$ cat config.mk
export PLATFORM = sky130hd
export DESIGN_NAME = acmp_scan_ctrl
export DESIGN_NICKNAME = d
export VERILOG_FILES = /design/src/rtl/acmp_scan_ctrl.sv
export SDC_FILE = /design/constraint.sdc
export NUM_CORES = 1
export LEC_CHECK = 0
export ABC_AREA = 0
export BUFFER_PORTS_ARGS = -buffer_cell sky130_fd_sc_hd__buf_2
export CORE_ASPECT_RATIO = 1.2
export CORE_UTILIZATION = 57
export DETAILED_ROUTE_END_ITERATION = 10
export PLACE_DENSITY = 0.83
export SYNTH_ARGS = -nofsm -noshare
export SYNTH_HDL_FRONTEND = slang
export SYNTH_SLANG_ARGS = --single-unit
$ cat constraint.sdc
create_clock -name clk -period 4.45 [get_ports clk]
set_input_delay 0.445 -clock clk [delete_from_list [all_inputs] [get_ports clk]]
set_output_delay 0.445 -clock clk [all_outputs]
set_load 0.05 [all_outputs]
$ cat src/rtl/acmp_scan_ctrl.sv
// acmp_scan_ctrl: time-shares one comparator across NCH analog channels.
// Each channel is selected, given a programmable settle time, and then sampled.
// The sample is taken from a 2-flop synchronizer and latched into per-channel
// status and valid bits. A change-pending interrupt is raised when a channel
// that already holds a valid result reports a different value.
// Optional build macro: ACMP_SCAN_CTRL_DEBOUNCE_EN.
// When it is defined, status only updates after two consecutive agreeing
// samples of the same channel.
module acmp_scan_ctrl #(
    parameter int NCH      = 4,
    parameter int SEL_W    = 2,
    parameter int SETTLE_W = 8
) (
    input  logic                clk,
    input  logic                resetn,
    input  logic                cfg_en,
    input  logic [NCH-1:0]      cfg_chmask,
    input  logic [SETTLE_W-1:0] cfg_settle,
    output logic                acmp_en,
    output logic [SEL_W-1:0]    acmp_sel,
    input  logic                acmp_out,
    output logic [NCH-1:0]      status,
    output logic [NCH-1:0]      valid,
    output logic [NCH-1:0]      irq_pend,
    input  logic [NCH-1:0]      irq_clr,
    output logic                irq
);

    typedef enum logic [1:0] {IDLE, SETTLE, SAMPLE} state_t;

    state_t              state, state_nxt;
    logic [SETTLE_W-1:0] cnt, cnt_nxt;
    logic [SEL_W-1:0]    sel_nxt;
    logic                en_nxt;
    logic                ph, ph_nxt;     // SAMPLE phase: 0 = flush, 1 = capture
    logic                sync_ff1, sync_ff2;
    logic                run, capture, stop;
    logic                take, accept;
    logic [NCH-1:0]      pend_set;
`ifdef ACMP_SCAN_CTRL_DEBOUNCE_EN
    logic [NCH-1:0]      cand;           // last sample seen per channel
    logic [NCH-1:0]      cand_vld;       // cand holds a sample from this session
`endif

    // Lowest set bit of the mask.
    function automatic logic [SEL_W-1:0] lowest_set(input logic [NCH-1:0] m);
        lowest_set = '0;
        for (int i = NCH - 1; i >= 0; i--)
            if (m[i]) lowest_set = SEL_W'(i);
    endfunction

    // Round-robin: lowest set bit strictly above cur, else wrap to the lowest set bit.
    function automatic logic [SEL_W-1:0] next_after(input logic [NCH-1:0] m,
                                                    input logic [SEL_W-1:0] cur);
        logic found;
        found      = 1'b0;
        next_after = lowest_set(m);
        for (int i = 0; i < NCH; i++)
            if (!found && m[i] && (i > int'(cur))) begin
                next_after = SEL_W'(i);
                found      = 1'b1;
            end
    endfunction

    assign run = cfg_en && (|cfg_chmask);
    assign irq = |irq_pend;

    // Two-flop synchronizer for the asynchronous comparator output.
    always_ff @(posedge clk or negedge resetn) begin
        if (!resetn) begin
            sync_ff1 <= 1'b0;
            sync_ff2 <= 1'b0;
        end else begin
            sync_ff1 <= acmp_out;
            sync_ff2 <= sync_ff1;
        end
    end

    // Scan FSM state, settle counter, mux select and comparator enable.
    always_ff @(posedge clk or negedge resetn) begin
        if (!resetn) begin
            state    <= IDLE;
            cnt      <= '0;
            acmp_sel <= '0;
            acmp_en  <= 1'b0;
            ph       <= 1'b0;
        end else begin
            state    <= state_nxt;
            cnt      <= cnt_nxt;
            acmp_sel <= sel_nxt;
            acmp_en  <= en_nxt;
            ph       <= ph_nxt;
        end
    end

    // Next-state logic; a disable at any point aborts the in-flight sample.
    always_comb begin
        state_nxt = state;
        cnt_nxt   = cnt;
        sel_nxt   = acmp_sel;
        en_nxt    = acmp_en;
        ph_nxt    = ph;
        capture   = 1'b0;
        stop      = 1'b0;
        case (state)
            IDLE: begin
                en_nxt = 1'b0;
                if (run) begin
                    sel_nxt   = lowest_set(cfg_chmask);
                    en_nxt    = 1'b1;
                    cnt_nxt   = cfg_settle;
                    ph_nxt    = 1'b0;
                    state_nxt = SETTLE;
                end
            end
            SETTLE: begin
                if (!run) begin
                    stop = 1'b1;
                end else if (cnt == '0) begin
                    ph_nxt    = 1'b0;
                    state_nxt = SAMPLE;
                end else begin
                    cnt_nxt = cnt - SETTLE_W'(1);
                end
            end
            SAMPLE: begin
                if (!run) begin
                    stop = 1'b1;
                end else if (!ph) begin
                    ph_nxt = 1'b1;
                end else begin
                    capture   = 1'b1;
                    sel_nxt   = next_after(cfg_chmask, acmp_sel);
                    cnt_nxt   = cfg_settle;
                    ph_nxt    = 1'b0;
                    state_nxt = SETTLE;
                end
            end
            default: state_nxt = IDLE;
        endcase
        if (stop) begin
            state_nxt = IDLE;
            en_nxt    = 1'b0;
            ph_nxt    = 1'b0;
        end
    end

    // Decide whether this capture updates status, and whether it raises a change flag.
    always_comb begin
        pend_set = '0;
        take     = capture && cfg_chmask[acmp_sel];
`ifdef ACMP_SCAN_CTRL_DEBOUNCE_EN
        accept   = take && cand_vld[acmp_sel] && (cand[acmp_sel] == sync_ff2);
`else
        accept   = take;
`endif
        if (accept && valid[acmp_sel] && (sync_ff2 != status[acmp_sel]))
            pend_set[acmp_sel] = 1'b1;
    end

    // Per-channel result, valid and interrupt-pending registers.
    always_ff @(posedge clk or negedge resetn) begin
        if (!resetn) begin
            status   <= '0;
            valid    <= '0;
            irq_pend <= '0;
`ifdef ACMP_SCAN_CTRL_DEBOUNCE_EN
            cand     <= '0;
            cand_vld <= '0;
`endif
        end else begin
            // A set wins over a clear arriving on the same cycle.
            irq_pend <= (irq_pend & ~irq_clr) | pend_set;
            if (stop) begin
                valid <= '0;
`ifdef ACMP_SCAN_CTRL_DEBOUNCE_EN
                cand     <= '0;
                cand_vld <= '0;
`endif
            end else begin
`ifdef ACMP_SCAN_CTRL_DEBOUNCE_EN
                if (take) begin
                    cand[acmp_sel]     <= sync_ff2;
                    cand_vld[acmp_sel] <= 1'b1;
                end
`endif
                if (accept) begin
                    status[acmp_sel] <= sync_ff2;
                    valid[acmp_sel]  <= 1'b1;
                end
            end
        end
    end

endmodule

==> results of run 1 <==
stage by stage:
step,util (%),hold slack (ns),power [W],setup WS [ns]
after floorplan,-,0.1494,0.0008692,2.215
after global placement,69.23,0.3344,0.0009748,2.376
after detailed placement,69.23,0.3418,0.001001,2.354
after CTS,71.25,0.1118,0.001176,2.355
after global routing,71.25,0.1251,0.001268,2.119
final,71.25,0.1003,0.001179,2.327
worst max path at each step:
stage | slack [ns] | cells past startpoint | endpoint
after detailed placement | 2.35 | 6 | ph$_DFFE_PN0P_
after global placement | 2.38 | 6 | ph$_DFFE_PN0P_
after floorplan | 2.21 | 6 | status[3]$_DFFE_PN0P_
after global routing | 2.12 | 6 | cnt[0]$_DFFE_PN0P_
after CTS | 2.35 | 6 | cnt[0]$_DFFE_PN0P_
final | 2.33 | 6 | cnt[0]$_DFFE_PN0P_
sequential cells by signal, indices dropped and copies added (netlist names):
name	flops
sync_ff1	1
valid	4
sync_ff2	1
irq_pend	4
ph	1
cnt	8
status	4
acmp_sel	2
state	2
acmp_en	1
where the power goes:
group	internal (W)	switching [W]	total [W]
Sequential	0.000325	0.0000940	0.000419
Combinational	0.000229	0.000366	0.000595
Clock	0.0000911	0.0000744	0.000165
cell type report:
cell class                 instances  area share (%)
multi-input combinational        129           45.07
sequential                        28           37.79
timing repair buffer              35           9.447
inverter                          13           2.632
tap                               33           2.227
clock inverter                     1           1.619
clock buffer                       3           1.215
worst max-delay path: stages, from the launching register on:
cell,delay (ns)
dfrtp_1,0.45
inv_1,0.09
ha_1,0.55
inv_1,0.22
o21bai_2,0.40
a21oi_1,0.08
o22ai_1,0.24
placed cells by master (no fill, tap or decap), types with 2 or more instances in the layout:
| cell | netlist | layout |
|---|---|---|
| nand3_1 | 5 | 5 |
| mux2i_1 | 4 | 4 |
| xnor2_1 | 2 | 2 |
| a21oi_1 | 10 | 10 |
| nor3_1 | 6 | 6 |
| or4_1 | 2 | 2 |
| o21ai_0 | 10 | 10 |
| mux2_2 | 5 | 5 |
| buf_2 | 3 | 35 |
| nor2b_1 | 2 | 2 |
| nand2_1 | 28 | 28 |
| a31oi_1 | 2 | 2 |
| ha_1 | 6 | 6 |
| nor2_1 | 15 | 15 |
| inv_1 | 13 | 13 |
| a221oi_1 | 2 | 2 |
| clkbuf_4 | 0 | 3 |
| o22ai_1 | 7 | 7 |
| nand2b_1 | 2 | 2 |
| a2bb2oi_1 | 4 | 4 |
| dfrtp_1 | 28 | 28 |
cell families after synthesis:
group,after synthesis,synth area share (%)
xor gates and xnor gates,2,1.087
buffers and inverters,19,4.658
DFF,28,43.48
and+or+nand+nor,66,19.18
adders and majority gates,6,4.658
muxes,10,7.376
AOI/OAI and AO/OA,45,19.57
per-layer routing:
| metal | up-vias | track usage [%] | part of all wire [%] |
|---|---|---|---|
| li1 | 691 | - | - |
| met2 | 61 | 46.48 | 52 |
| met3 | 10 | 3.817 | 5.1 |
| met4 | 0 | 12.30 | 2.5 |
| met1 | 679 | 33.71 | 41 |
| met5 | - | 0 | 0 |
==> metrics.txt, run 1 <==
status=finished, final reports clean; Critical Path Source=state[1]$_DFFE_PN0P_; Slew @ Worst Pin=~0.62 ns; Seq cells post-synth=28; Clock Skews=0.002239 ns; Longest Clk Path Bufs=2; max-cap viol count=0; Post-synth EDFFs=0; Placeable Area=about 2600 sq um; post-route minimum period=~2.1 ns; Synth cell types=38; largest net degree at the start of global routing=29; storage element area=700.7 sq um; Placed Cells incl. Taps=about 240; non-filler cells in the finished layout=between 200 and 250; FF-to-FF Start=state[1]$_DFFE_PN0P_; Post-synth top cells=dfrtp_1 (28), nand2_1 (28), nor2_1 (15); Crit path arrival time=approximately 2.4 ns; Post-CTS Resized=0; Routed wire per std cell=approximately 15 microns; Setup TNS Final=0 ns; CTS Hold Bufs=0; Placed Area=between 1500 and 2000 sq um; layout net count=236; final setup vio count=0; CP max FO=21; Net Count, Synth=between 200 and 250; post-CTS setup buffer count=0; Final Max Slew Viols=0; latest clock arrival within the worst-skew pair=between 0.3 and 0.4 ns; crit path kind=reg -> reg; Buffers on Ports=35; vias in the first global route=1360; Period Utilization, post-route=47.71%; Layout area overhead=15.06%; Via density=roughly 6.0; first-pass GRT wire length=around 6.1 mm; Multi-input gate area=835.8 sq um; Die Span X=50.54 microns; Rel. slew slack=58.77%; CP required=around 4.7 ns; CTS tree=done; sequential share of the synthesized area=around 43%; Post-Synthesis Cell Area=1612 sq um; clock-pin slew on the worst setup and hold paths=0.15 ns; syn_area_per_cell=9.157 sq um; Site Rows=20; PwrDens=between 600 and 700 nW/um^2; Fmax achieved=471.0 MHz; Die ar.=3045 sq um; grt ovf=0; Synthesis Warnings=0; largest cells by area after synthesis=dfrtp_1 (43%), nand2_1 (6.5%), ha_1 (4.7%); Top FF cell, synth=dfrtp_1; Hold Path Class=in -> async; Leak=0.8967 nW; Post-DRT Antenna Nets=0; count of final hold-check violations=0; proportion of layout cells with a drive suffix above 1=approximately a quarter; antenna violations before repair=0; unrepaired setup endpoints after global routing=false; Antenna Cells=0; Root Buffer=clkbuf_4; Reg-to-Reg End=cnt[0]$_DFFE_PN0P_; CTS Buf Count=3; area share of the largest cell type after synthesis=approximately 43%; final instance area=1854 sq um; die height=60.25 microns; setup slack, reg-to-reg=about 2.3 ns; clk sinks=28; post-synth top area cell=dfrtp_1; Synth Instances=176; Peak supply drop=~430 uV; htree depth=1; crit end category=register; DRC=0; initial cell density of the core=between 60 and 70%; Vias=~1400; gr usage total=a little over a quarter; CP Launch Type=register; drt first pass iters=4; ys async rst share=100.0%; Ports=36; Final GP Congestion=0.9888; Post-Route WL=about 3.6 mm; post-detail-place hpwl=2.673 mm; initial DRC count=73; fill count=194; R2R depth=6
(Power assumes the default switching activity.)
==> run 2: changes to the inputs <==
--- a/config.mk
+++ b/config.mk
@@ -8,9 +8,9 @@
 export ABC_AREA = 0
 export BUFFER_PORTS_ARGS = -buffer_cell sky130_fd_sc_hd__buf_2
 export CORE_ASPECT_RATIO = 1.2
-export CORE_UTILIZATION = 57
+export CORE_UTILIZATION = 53
 export DETAILED_ROUTE_END_ITERATION = 10
-export PLACE_DENSITY = 0.83
+export PLACE_DENSITY = 0.78
 export SYNTH_ARGS = -nofsm -noshare
 export SYNTH_HDL_FRONTEND = slang
 export SYNTH_SLANG_ARGS = --single-unit
==> constraint.sdc (replaced) <==
create_clock -name clk -period 2.14 [get_ports clk]
set_input_delay 0.214 -clock clk [delete_from_list [all_inputs] [get_ports clk]]
set_output_delay 0.214 -clock clk [all_outputs]
set_load 0.05 [all_outputs]
==> run 2 against run 1 <==
Net effect: largest cell class unchanged; sequential share of layout area is 0.68 points lower; clock-buffer cell count stayed put; flip-flop and latch count stayed put; die area is 7.3% higher; final area is 2.0% higher; worst setup slack worse by 2.1 ns; combinational power is 110% higher.
==> metrics.txt, run 2 (synthesis gave the netlist of run 1 again) <==
final setup vio count=0 (unchanged); Clock Skews=0.002673 ns (+0.0004338 ns); sequential share of power=34.8% (-0.7 points); Crit path arrival time=2.13 ns (-0.23 ns); Post-DRT Antenna Nets=0 (unchanged); Final GP Congestion=0.8406 (-15%); CP Launch Type=register; CTS tree=done; first-pass GRT wire length=6.058 mm (-0.23%); crit end category=register; Routed wire per std cell=14.67 microns (-2.0%); clock-pin slew on the worst setup and hold paths=0.15 ns (about the same); post-detail-place hpwl=2.686 mm (+0.50%); Switch Pwr=0.001120 W (+110%); Peak supply drop=749.2 uV (+74%); CTS Buf Count=3 (unchanged); Site Rows=21 (+5.0%); Setup TNS Final=0 ns (unchanged); Post-Route WL=3.608 mm (-0.41%); Comb power frac=51.0% (+0.5 points); setup slack, reg-to-reg=0.24 ns (-2.09 ns); Via density=5.878 (-1.3%); Placeable Area=2838 sq um (+9.0%); fill count=237 (+22%); CP max FO=10 (-52%); Core Util, Final=66.67% (-4.6 points); Buffers on Ports=35 (unchanged); status=finished, final reports clean; Vias=1446 (+0.35%); DRC=0 (unchanged); commonest non-fill, non-tap cells in the layout=buf_2 (35), nand2_1 (28), dfrtp_1 (27); clk sinks=28 (unchanged); HP Start=irq_clr[3]; clock share of power=14.1% (about the same); CP required=2.36 ns (-2.33 ns); count of final hold-check violations=0 (unchanged); Die Span X=52.34 microns (+3.6%); Worst Hold Endpoint=irq_pend[3]$_DFF_PN0_; Longest Clk Path Bufs=2 (unchanged); R2R depth=7 (+1); post-route minimum period=1.903 ns (-0.2195 ns); max-cap viol count=0 (unchanged); internal power=0.001362 W (+110%); Slew @ Worst Pin=0.6203 ns (+0.001827 ns); leading cell type in the layout, fill and taps excluded=buf_2; proportion of layout cells with a drive suffix above 1=25.47% (+1.5 points); Rel. slew slack=58.64% (-0.12 points); Largest register FFs=8 (unchanged); Most flops, register=cnt; layout net count=239 (+1.3%); PwrDens=1312 nW/um^2 (+110%); Worst Hold Path Cells=2; grt ovf=0 (unchanged); WHS=0.03745 ns (-0.06284 ns); Reg-to-Reg End=cnt[4]$_DFFE_PN0P_; Placed Cells incl. Taps=240 (+0.84%); die height=62.41 microns (+3.6%); gr usage total=24.47% (-2.6 points); Layout area overhead=17.39%; Root Buffer=clkbuf_4; Antenna Cells=0 (unchanged); initial DRC count=58 (-21%); Hold Path Class=in -> reg; non-filler cells in the finished layout=246 (+1.7%); Ports=36 (unchanged); Fmax achieved=525.4 MHz (+12%); Sw Share=45.13% (-0.19 points); drt first pass iters=4 (unchanged); unrepaired setup endpoints after global routing=false; Period Utilization, post-route=88.95% (+41 points); largest net degree at the start of global routing=29 (unchanged); htree depth=1 (unchanged); Final Max Slew Viols=0 (unchanged); vias in the first global route=1385 (+1.8%); Die ar.=3266 sq um (+7.3%); FF-to-FF Start=state[0]$_DFFE_PN0P_; initial cell density of the core=56.79% (-5.1 points); Leak=0.9082 nW (+1.3%); antenna violations before repair=0 (unchanged); latest clock arrival within the worst-skew pair=0.34 ns (+0.02 ns); crit path kind=reg -> reg
run 2: cell count changes in the layout (fill, tap and decap cells not counted), sizes merged:
| cell | before | now |
|---|---|---|
| dlygate4sd3 | 0 | 2 |
| buf | 35 | 36 |
run 2: critical path: stages, from the launching register on:
cell       delay (ns)
dfrtp_1          0.44
inv_1            0.11
ha_2             0.28
nand2b_1         0.19
a31oi_4          0.27
o21bai_2         0.27
nor2_1           0.10
a2bb2oi_1        0.14
run 2: through the flow:
stage | power (W) | area [sq um] | worst slack, ns
finish | 0.002482 | 1892 | 0.2366
global route | 0.002663 | 1892 | 0.07654
CTS | 0.002472 | 1884 | 0.1604
detailed placement | 0.002108 | 1812 | 0.1982
global placement | 0.002050 | 1812 | 0.2904
floorplan | 0.001809 | 1613 | 0.04563
run 2: worst max path at each step:
stage	cells after the start	slack [ns]	end	start
global placement	4	0.29	status[3]$_DFFE_PN0P_	acmp_sel[0]$_DFFE_PN0P_
global route	7	0.08	cnt[4]$_DFFE_PN0P_	state[1]$_DFFE_PN0P_
CTS	7	0.16	cnt[0]$_DFFE_PN0P_	state[0]$_DFFE_PN0P_
floorplan	6	0.05	status[3]$_DFFE_PN0P_	acmp_sel[0]$_DFFE_PN0P_
detailed placement	7	0.20	cnt[0]$_DFFE_PN0P_	state[0]$_DFFE_PN0P_
finish	7	0.24	cnt[4]$_DFFE_PN0P_	state[0]$_DFFE_PN0P_
run 2: timing repair:
action                                  in CTS  in global routing
endpoints found under the setup margin       0                  3
resized for setup                            0                  2
hold buffers                                 2                  0
endpoints found under the hold margin       29                  0
setup buffers                                0                  0
run 2: layer usage:
| metal | track usage, % | routed length, microns |
|---|---|---|
| met2 | 41.93 | 1866 |
| met4 | 9.868 | 54 |
| met3 | 2.190 | 155 |
| met1 | 30.67 | 1531 |
| met5 | 0 | 0 |
run 2: final cells by class:
class | count | area [sq um] | share of cell area (%)
Tap cell | 34 | 42.54 | 2.249
Timing Repair Buffer | 38 | 202.7 | 10.71
Clock inverter | 1 | 30.03 | 1.587
Sequential cell | 28 | 701.9 | 37.10
Multi-Input combinational cell | 129 | 843.3 | 44.58
Inverter | 13 | 48.80 | 2.579
Clock buffer | 3 | 22.52 | 1.190
run 2: power by group through the flow:
stage          combinational [W]  sequential, W  clock, W
2_1_floorplan           0.000895       0.000914         0
4_1_cts                  0.00125       0.000864  0.000361
3_3_place_gp             0.00119       0.000865         0
3_5_place_dp             0.00123       0.000875         0
5_1_grt                  0.00140       0.000889  0.000376
6_report                 0.00127       0.000865  0.000351
==> run 3: changes to the inputs <==
--- a/config.mk
+++ b/config.mk
@@ -10,7 +10,7 @@
 export CORE_ASPECT_RATIO = 1.2
 export CORE_UTILIZATION = 53
 export DETAILED_ROUTE_END_ITERATION = 10
-export PLACE_DENSITY = 0.78
+export PLACE_DENSITY_LB_ADDON = 0.2
 export SYNTH_ARGS = -nofsm -noshare
 export SYNTH_HDL_FRONTEND = slang
 export SYNTH_SLANG_ARGS = --single-unit
==> run 3 against run 2 <==
Net effect: sequential share of layout area fell by 0.15 points; routed wire length down 0.75%; maximum frequency fell by 2.5%; total power shrank 0.74%; clock-buffer cell count unchanged; critical path type unchanged; highest routed layer unchanged.
==> metrics.txt, run 3 (synthesis gave the netlist of run 1 again) <==
status=finished, final reports clean; count of final hold-check violations=0 (unchanged); DR WL met3=192 microns (+24%); Rel. slew slack=57.80% (-0.84 points); drt first pass iters=4 (unchanged); Largest register FFs=8 (unchanged); Layout area overhead=17.86%; final setup vio count=0 (unchanged); largest net degree at the start of global routing=29 (unchanged); Hold Path Class=in -> reg; Period Utilization, post-route=91.21% (+2.3 points); Vias=1504 (+4.0%); Ports=36 (unchanged); Setup TNS Final=0 ns (unchanged); Crit path arrival time=2.15 ns (+0.02 ns); Longest Clk Path Bufs=2 (unchanged); Die ar.=3266 sq um (unchanged); CP Launch Type=register; Top Layer Used=met4; commonest non-fill, non-tap cells in the layout=buf_2 (35), nand2_1 (28), dfrtp_1 (27); CTS tree=done; met2 WL=1.850 mm (-0.86%); Peak supply drop=707.1 uV (-5.6%); fill count=229 (-3.4%); CTS Buf Count=3 (unchanged); final instance area=1899 sq um (+0.40%); Die Span X=52.34 microns (unchanged); Post-DRT Antenna Nets=0 (unchanged); unrepaired setup endpoints after global routing=false; clk sinks=28 (unchanged); storage element area=701.9 sq um (unchanged); DRC=0 (unchanged); Antenna Cells=0 (unchanged); htree depth=1 (unchanged); Post-Route WL=3.581 mm (-0.75%); Slew @ Worst Pin=0.6329 ns (+0.01261 ns); leading cell type in the layout, fill and taps excluded=buf_2; Clock Skews=0.01003 ns (+0.007361 ns); Placed Area=1827 sq um (+0.83%); post-route minimum period=1.952 ns (+0.04837 ns); CP max FO=10 (unchanged); CP required=2.34 ns (-0.02 ns); Root Buffer=clkbuf_4; Final GP Congestion=0.8546 (+1.7%); Fmax achieved=512.3 MHz (-2.5%); Via density=6.065 (+3.2%); M1 WL=1.483 mm (-3.1%); Most flops, register=cnt; initial cell density of the core=56.79% (unchanged); PwrDens=1297 nW/um^2 (-1.1%); CP max-delay cell=dfrtp_1; CP cell instances=inv_1, ha_1, nand2b_1, a31oi_4, o21bai_2, nor2_1, a2bb2oi_1; first-pass GRT wire length=5.899 mm (-2.6%); Site Rows=21 (unchanged); latest clock arrival within the worst-skew pair=0.32 ns (-0.02 ns); max-cap viol count=0 (unchanged); layout net count=241 (+0.84%); Routed wire per std cell=14.44 microns (-1.5%); crit path kind=reg -> reg; Multi-input gate area=835.8 sq um (-0.89%); Leak=0.9184 nW (+1.1%); crit end category=register; gr usage total=23.19% (-1.3 points); Buffers on Ports=35 (unchanged); vias in the first global route=1346 (-2.8%); initial DRC count=45 (-22%); CP max stage delay=0.44 ns (about the same); proportion of layout cells with a drive suffix above 1=25.23% (-0.24 points); clock-pin slew on the worst setup and hold paths=0.15 ns (about the same); post-detail-place hpwl=2.689 mm (+0.12%); grt ovf=0 (unchanged); Post-CTS Resized=0 (unchanged); antenna violations before repair=0 (unchanged); die height=62.41 microns (unchanged); Placeable Area=2838 sq um (unchanged); Final Max Slew Viols=0 (unchanged)
## run 3: per-layer routing
layer / GRT usage [%] / vias to the layer above
met5: 0 / -
met4: 6.579 / 0
met3: 3.163 / 8
met2: 41.46 / 53
met1: 27.94 / 737
li1: - / 706
## run 3: metrics by stage
stage	power, W	util [%]	cells	worst slack, ns	hold slack (ns)
after floorplan	0.001809	-	176	0.04563	-0.08159
after global placement	0.002067	64.37	242	0.2798	0.2627
after detailed placement	0.002111	64.37	242	0.2033	0.2667
after CTS	0.002463	66.93	248	0.1900	0.02941
after global routing	0.002655	66.93	248	0.04909	0.01208
final	0.002464	66.93	248	0.1882	0.04569
## run 3: worst max-delay path, delay by kind of cell, from the launching register on
kind,cells,cell delay [ns]
fa+ha+maj,1,0.32
compound gates,3,0.66
simple gates,2,0.30
buf+inv,1,0.10
flops,1,0.44
## run 3: path summary, 6_finish.rpt
| path | end | cells after the start | from | slack [ns] |
|---|---|---|---|---|
| hold / removal | irq_pend[0]$_DFF_PN0_ | 2 | irq_clr[0] | 0.05 |
| hold reg to reg | sync_ff2$_DFF_PN0_ | 0 | sync_ff1$_DFF_PN0_ | 0.41 |
| setup reg to reg | cnt[4]$_DFFE_PN0P_ | 7 | state[0]$_DFFE_PN0P_ | 0.19 |
| max in group asynchronous | acmp_sel[0]$_DFFE_PN0P_ | 2 | resetn | 1.27 |
| min in group asynchronous | cnt[5]$_DFFE_PN0P_ | 2 | resetn | 0.43 |
| setup / recovery | cnt[4]$_DFFE_PN0P_ | 7 | state[0]$_DFFE_PN0P_ | 0.19 |
## run 3: final cells by class
type / count / share of cell area, %
inverter: 13 / 2.569
timing repair buffer: 40 / 11.46
clock inverter: 1 / 1.581
multi-input combinational: 129 / 44.01
clock buffer: 3 / 1.186
tap: 34 / 2.240
sequential: 28 / 36.96
## run 3: power by group
group          switching, W  internal, W
Sequential         0.000166     0.000677
Clock              0.000152     0.000189
Combinational      0.000780     0.000498
Total               0.00110      0.00136
## run 3: what timing repair did
item                                   in CTS  in global routing
hold buffers                                2                  0
buffers inserted                            0                  0
endpoints found under the hold margin      29                  0
